--- src/rtl/vga_timing_pkg.sv ---
// 640x480@60 raster timing constants shared by the sync generator, its interface and the bench.
package vga_timing_pkg;

  localparam int CNT_W     = 10;

  localparam int H_DISPLAY = 640;
  localparam int H_FP      = 16;
  localparam int H_SYNC    = 96;
  localparam int H_BP      = 48;
  localparam int V_DISPLAY = 480;
  localparam int V_FP      = 10;
  localparam int V_SYNC    = 2;
  localparam int V_BP      = 33;

  localparam int H_TOTAL   = H_DISPLAY + H_FP + H_SYNC + H_BP;
  localparam int V_TOTAL   = V_DISPLAY + V_FP + V_SYNC + V_BP;
  localparam int HS_START  = H_DISPLAY + H_FP;
  localparam int HS_END    = HS_START + H_SYNC - 1;
  localparam int VS_START  = V_DISPLAY + V_FP;
  localparam int VS_END    = VS_START + V_SYNC - 1;

  // Bits carried by the delay line, already at output polarity.
  typedef struct packed {
    logic vid;
    logic hs;
    logic vs;
  } sync_bits_t;

endpackage

--- src/rtl/vga_sync_gen_if.sv ---
// Raster-timing bundle from the sync generator (master) to the text stage (slave).
interface vga_sync_gen_if;
  import vga_timing_pkg::*;

  logic             p_tick;
  logic [CNT_W-1:0] pix_x;
  logic [CNT_W-1:0] pix_y;
  logic             video_on;
  logic             hsync;
  logic             vsync;
  logic             line_start;
  logic             frame_start;

  // p_tick acts as the valid strobe: pix_x/pix_y and the delayed flags are
  // meaningful on every clk where p_tick=1; there is no ready/back-pressure.
  modport master (
    output p_tick, pix_x, pix_y, video_on, hsync, vsync, line_start, frame_start
  );

  modport slave (
    input p_tick, pix_x, pix_y, video_on, hsync, vsync, line_start, frame_start
  );

endinterface

--- src/rtl/vga_sync_gen_sync_delay.sv ---
// Enable-gated shift register of configurable depth with a per-bit reset value.
module sync_delay #(
  parameter int           DEPTH   = 2,
  parameter int           W       = 3,
  parameter logic [W-1:0] RST_VAL = '0
) (
  input  logic         clk,
  input  logic         rst,
  input  logic         en,
  input  logic [W-1:0] d,
  output logic [W-1:0] q
);

  logic [W-1:0] stage [DEPTH];

  always_ff @(posedge clk or negedge rst) begin
    if (!rst) begin
      for (int i = 0; i < DEPTH; i++) stage[i] <= RST_VAL;
    end else if (en) begin
      stage[0] <= d;
      for (int i = 1; i < DEPTH; i++) stage[i] <= stage[i-1];
    end
  end

  assign q = stage[DEPTH-1];

endmodule

--- src/rtl/vga_sync_gen.sv ---
// Pixel-tick divider, raster counters and latency-matched sync/blank flags for the text stage.
module vga_sync_gen
  import vga_timing_pkg::*;
#(
  parameter int H_DISPLAY_P = H_DISPLAY,
  parameter int H_FP_P      = H_FP,
  parameter int H_SYNC_P    = H_SYNC,
  parameter int H_BP_P      = H_BP,
  parameter int V_DISPLAY_P = V_DISPLAY,
  parameter int V_FP_P      = V_FP,
  parameter int V_SYNC_P    = V_SYNC,
  parameter int V_BP_P      = V_BP,
  parameter int CLK_DIV     = 2,
  parameter int SYNC_DLY    = 2,
  parameter bit SYNC_POL    = 1'b0
) (
  input  logic          clk,
  input  logic          rst,
  vga_sync_gen_if.master vga
);

  localparam int HT   = H_DISPLAY_P + H_FP_P + H_SYNC_P + H_BP_P;
  localparam int VT   = V_DISPLAY_P + V_FP_P + V_SYNC_P + V_BP_P;
  localparam int HS_S = H_DISPLAY_P + H_FP_P;
  localparam int HS_E = HS_S + H_SYNC_P - 1;
  localparam int VS_S = V_DISPLAY_P + V_FP_P;
  localparam int VS_E = VS_S + V_SYNC_P - 1;

  localparam sync_bits_t IDLE_BITS = '{vid: 1'b0, hs: ~SYNC_POL, vs: ~SYNC_POL};

  logic tick;

  generate
    if (CLK_DIV > 1) begin : g_div
      logic [2:0] div;

      always_ff @(posedge clk or negedge rst) begin
        if (!rst)                       div <= '0;
        else if (div >= 3'(CLK_DIV-1))  div <= '0;
        else                            div <= div + 3'd1;
      end

      assign tick = (div == 3'(CLK_DIV-1));
    end else begin : g_nodiv
      // Every clk is a pixel; held high whenever reset is released.
      assign tick = rst;
    end
  endgenerate

  logic [CNT_W-1:0] x_q, y_q;
  logic             x_last, y_last;

  // >= rather than == so any out-of-range value recovers on the next tick.
  assign x_last = (x_q >= CNT_W'(HT-1));
  assign y_last = (y_q >= CNT_W'(VT-1));

  always_ff @(posedge clk or negedge rst) begin
    if (!rst) begin
      x_q <= '0;
      y_q <= '0;
    end else if (tick) begin
      if (x_last) begin
        x_q <= '0;
        y_q <= y_last ? '0 : y_q + 1'b1;
      end else begin
        x_q <= x_q + 1'b1;
      end
    end
  end

  logic       vid_raw, hs_raw, vs_raw;
  sync_bits_t raw_bits, dly_bits;

  always_comb begin
    vid_raw  = (x_q < CNT_W'(H_DISPLAY_P)) && (y_q < CNT_W'(V_DISPLAY_P));
    hs_raw   = (x_q >= CNT_W'(HS_S)) && (x_q <= CNT_W'(HS_E));
    vs_raw   = (y_q >= CNT_W'(VS_S)) && (y_q <= CNT_W'(VS_E));
    raw_bits = '{vid: vid_raw,
                 hs:  hs_raw ? SYNC_POL : ~SYNC_POL,
                 vs:  vs_raw ? SYNC_POL : ~SYNC_POL};
  end

  sync_delay #(
    .DEPTH   (SYNC_DLY),
    .W       (3),
    .RST_VAL (IDLE_BITS)
  ) u_sync_delay (
    .clk (clk),
    .rst (rst),
    .en  (tick),
    .d   (raw_bits),
    .q   (dly_bits)
  );

  assign vga.p_tick      = tick;
  assign vga.pix_x       = x_q;
  assign vga.pix_y       = y_q;
  assign vga.video_on    = dly_bits.vid;
  assign vga.hsync       = dly_bits.hs;
  assign vga.vsync       = dly_bits.vs;
  assign vga.line_start  = tick && (x_q == CNT_W'(HT-1));
  assign vga.frame_start = tick && (x_q == CNT_W'(HT-1)) && (y_q == CNT_W'(VT-1));

endmodule

--- src/flat_wrapper.sv ---
// flat-port wrapper written by rule: the top's interface ports become plain ports
module vga_sync_gen_flat import vga_timing_pkg::*;
#(
  parameter int H_DISPLAY_P = H_DISPLAY,
  parameter int H_FP_P      = H_FP,
  parameter int H_SYNC_P    = H_SYNC,
  parameter int H_BP_P      = H_BP,
  parameter int V_DISPLAY_P = V_DISPLAY,
  parameter int V_FP_P      = V_FP,
  parameter int V_SYNC_P    = V_SYNC,
  parameter int V_BP_P      = V_BP,
  parameter int CLK_DIV     = 2,
  parameter int SYNC_DLY    = 2,
  parameter bit SYNC_POL    = 1'b0
)
  (clk, rst, vga_p_tick, vga_pix_x, vga_pix_y, vga_video_on, vga_hsync, vga_vsync, vga_line_start, vga_frame_start);
  vga_sync_gen_if vga_i ();
  input  logic clk;
  input  logic rst;
  output wire logic [$bits(vga_i.p_tick)-1:0] vga_p_tick;
  output wire logic [$bits(vga_i.pix_x)-1:0] vga_pix_x;
  output wire logic [$bits(vga_i.pix_y)-1:0] vga_pix_y;
  output wire logic [$bits(vga_i.video_on)-1:0] vga_video_on;
  output wire logic [$bits(vga_i.hsync)-1:0] vga_hsync;
  output wire logic [$bits(vga_i.vsync)-1:0] vga_vsync;
  output wire logic [$bits(vga_i.line_start)-1:0] vga_line_start;
  output wire logic [$bits(vga_i.frame_start)-1:0] vga_frame_start;
  assign vga_p_tick = vga_i.p_tick;
  assign vga_pix_x = vga_i.pix_x;
  assign vga_pix_y = vga_i.pix_y;
  assign vga_video_on = vga_i.video_on;
  assign vga_hsync = vga_i.hsync;
  assign vga_vsync = vga_i.vsync;
  assign vga_line_start = vga_i.line_start;
  assign vga_frame_start = vga_i.frame_start;
  vga_sync_gen #(.H_DISPLAY_P(H_DISPLAY_P), .H_FP_P(H_FP_P), .H_SYNC_P(H_SYNC_P), .H_BP_P(H_BP_P), .V_DISPLAY_P(V_DISPLAY_P), .V_FP_P(V_FP_P), .V_SYNC_P(V_SYNC_P), .V_BP_P(V_BP_P), .CLK_DIV(CLK_DIV), .SYNC_DLY(SYNC_DLY), .SYNC_POL(SYNC_POL)) u_core (.clk(clk), .rst(rst), .vga(vga_i));
endmodule
--- config.mk ---
export PLATFORM = sky130hd
export DESIGN_NAME = vga_sync_gen_flat
export DESIGN_NICKNAME = d
export VERILOG_FILES = /design/src/rtl/vga_timing_pkg.sv /design/src/rtl/vga_sync_gen_if.sv /design/src/rtl/vga_sync_gen_sync_delay.sv /design/src/rtl/vga_sync_gen.sv /design/src/flat_wrapper.sv
export SDC_FILE = /design/constraint.sdc
export NUM_CORES = 1
export LEC_CHECK = 0
export BUFFER_PORTS_ARGS = -buffer_cell sky130_fd_sc_hd__buf_4
export CAP_MARGIN = 0
export CORE_UTILIZATION = 40
export CTS_CLUSTER_SIZE = 24
export DETAILED_ROUTE_END_ITERATION = 12
export HOLD_SLACK_MARGIN = 0.12
export PLACE_DENSITY_LB_ADDON = 0.15
export RECOVER_POWER = 50
export SLEW_MARGIN = 10
export SYNTH_ARGS = -nofsm -noshare
export SYNTH_HDL_FRONTEND = slang
export SYNTH_SLANG_ARGS = --single-unit
--- constraint.sdc ---
create_clock -name clk -period 2.7 [get_ports clk]
set_clock_uncertainty 0.15 [all_clocks]
set_input_delay 0.81 -clock clk [delete_from_list [all_inputs] [get_ports clk]]
set_output_delay 0.81 -clock clk [all_outputs]
set_load 0.05 [all_outputs]
==> impl_metrics.yaml <==
synth:
  synth_xor_area_frac: 0.0225
  yosys_warnings: 0
  synth-edff-count: 0
  yosysTopAreaCell: "dfrtp_1"
  synthMuxAreaShare: 0.00724
  syn_area_sq_um: 1560
  ys_seq_area_frac: 0.470
  synthCells: 166
  synth.top_cells.by_area: "dfrtp_1 (40%), dfstp_2 (6.8%), nand2_1 (5.8%), ha_1 (5.6%), o21ai_0 (3.2%)"
  synth_flop_cell: "dfrtp_1"
  synth_simple_gate_area_share: 0.241
  synth_area_per_cell_sq_um: 9.37
  ys_ff_latch: 29
  ys_types: 41
  yosysTopAreaCellShare: 0.402
  ys_async_sr_fraction: 1.00
  synth_top_family_by_area: "simple AND/OR/NAND/NOR gates"
  synthesis.nets: 175
  synth_adder_area_share: 0.0563
  synth_compound_area_frac: 0.168
layout:
  antenna_cells: 0
  layout_commonest_cell: "buf_4"
  nets: 213
  syn_to_final_growth_pct: 27.5
  stdcell_count: 253
  final_cell_mix: "buf_4 (31), nand2_1 (24), dfrtp_1 (15)"
  stdcell_area_sq_um: 1980
  nFillCells: 353
  drive_above_1_share: 0.312
  utilization: 0.538
clocking:
  htree_num_levels: 2
  cts_sinks: 29
  cts_buffers: 5
  clock_latency_ps: 280
  cts_buffer_depth: 2
  clk_pin_slew_ps: 70
  clock-root-buffer: "clkbuf_8"
  cts_tree: "yes"
die:
  rows: 22
  initial_utilization: 0.422
  fp.dieH_um: 64.4
  die_area_sq_um: 4140
  pin_count: 28
  die_w_um: 64.4
  coreArea_sq_um: 3690
setup_path:
  cp_slowest_cell: "or4_4"
  crit_family: "simple AND/OR/NAND/NOR gates"
  worstPathRequired_ps: 1740
  arrival_ps: 1700
  worstPathBufferInverterCount: 1
  crit_path_end_kind: "output pin"
  worst_path_largest_cell_delay_ps: 540
  worstSetupStartpointType: "flop"
  crit_type: "reg -> out"
  crit_fanout: 6
  cp_cell_sequence: "or4_4 > nor2_1 > and3_4 > buf_8"
routing:
  via_count: 1375
  drtAntennaViolNets: 0
  dr.pass1.iters: 4
  drt_iter0_drc: 68
  routed_wl_mm: 3.71
  drc: 0
  wl_per_cell_um: 14.7
  viasPerCell: 5.43
timing:
  fmax_ghz: 0.376
  slew_headroom: -0.0400
  setup_viol: 0
  fin_crit_sh: 0.985
  tns_ps: 0
  tightest_slew_ps: 1560
  rsz0062_at_grt: "true"
  fin_crit_ps: 2660
  finalHoldViolCount: 0
  drv_slew: 30
global_route:
  grt_first_pass_wirelength_mm: 6.50
  grt_max_degree: 30
  grt_usage: 0.208
  grt_pass1_vias: 1294
  grt_antenna_before_repair: 0
  grt_remaining_overflow: 0
job:
  drv_cap: 1
power_and_ir_drop:
  vdd_drop_max_uv: 236
  power_density_nw_per_um2: 399
  p_total_uw: 791
  leakage_uw: 0.000868
status:
  violations: "max-capacitance violations, max-slew violations"
  outcome: "complete, but fails checks"
placement:
  placed_cell_area_sq_um: 1860
  hpwl_mm: 2.63
  dpl.cell_count: 240
  place.gp.congestion: 0.786
  portBuffers: 27
hold_path:
  hold_class: "reg -> reg"
-- final cells by class --
type / count / area, sq um / area share
multi-input cells: 123 / 797 / 0.402
well taps: 48 / 60.1 / 0.0303
inverters: 10 / 37.5 / 0.0189
flip-flops and latches: 29 / 743 / 0.375
clock buffers: 5 / 68.8 / 0.0347
clock inverters: 3 / 17.5 / 0.00883
repair buffers: 35 / 259 / 0.131
-- flip-flops by register name, summed over array words and instances, names as in the netlist --
signal                     cells
u_core.u_sync_delay.q          3
u_core.u_sync_delay.stage      3
u_core.vga.pix_x              10
u_core.vga.pix_y              10
u_core.g_div.div               3
-- worst reg2reg max path, cell delays in order, from the launching register on --
cell and delay [ps]:
dfrtp_1 410, ha_1 250, nand2b_1 100, clkbuf_1 550, a211o_2 340, nor2_8 80, a221o_1 290
-- repair_timing --
action | 4_1_cts | 5_1_grt
gates resized for setup | 2 | 2
pin swaps | 2 | 1
buffers inserted | 1 | 4
setup endpoints to repair | 1 | 1
hold buffers | 0 | 0
-- per-layer routing --
metal	GRT usage	wire (um)	up-vias
met3	0.0536	144	6
li1	-	-	672
met4	0.0667	44	0
met1	0.260	1610	670
met2	0.347	1910	27
met5	0	0	-
-- cell families (layout without fill, tap and decap cells) --
kind of cell | after synthesis | count (layout)
compound gates | 38 | 38
fa+ha+maj | 7 | 7
buf+inv | 14 | 53
simple gates | 73 | 73
mux | 1 | 1
flops | 29 | 29
xor+xnor | 4 | 4
-- path summary, 6_finish.rpt --
path / startpoint / to / slack [ps] / cells after the start
min: u_core.u_sync_delay.stage[3] / u_core.u_sync_delay.q[0] / 310 / 2
min in group asynchronous: rst / u_core.vga.pix_x[4] / 760 / 1
min reg2reg: u_core.u_sync_delay.stage[3] / u_core.u_sync_delay.q[0] / 310 / 2
max in group asynchronous: rst / u_core.vga.pix_x[1] / 620 / 1
max reg2reg: u_core.g_div.div[0] / u_core.vga.pix_y[3] / 410 / 6
max: u_core.vga.pix_y[6] / vga_frame_start / 40 / 4
-- power by group --
part | total [uW] | internal [uW] | switching [uW]
clock | 348 | 177 | 171
combinational | 8.44 | 0.254 | 8.19
sequential | 435 | 435 | 0
-- synthesized netlist by cell type, types with 4 or more instances --
cell type,instances
a21oi_1,7
dfrtp_1,25
dfstp_2,4
ha_1,7
inv_1,9
nand2_1,24
nand3_1,4
nand4_1,5
nor2_1,12
nor3_1,8
nor4_1,5
o21ai_0,10
xnor2_1,4
-- per-stage QoR --
stage | hold slack (ps) | setup slack [ps]
6_report | 306 | 39.4
5_1_grt | 331 | -10.7
4_1_cts | 304 | 7.14
3_5_place_dp | 299 | 253
3_3_place_gp | 289 | 292
2_1_floorplan | 273 | -119
Note: power is estimated with default switching activity, not from simulation.
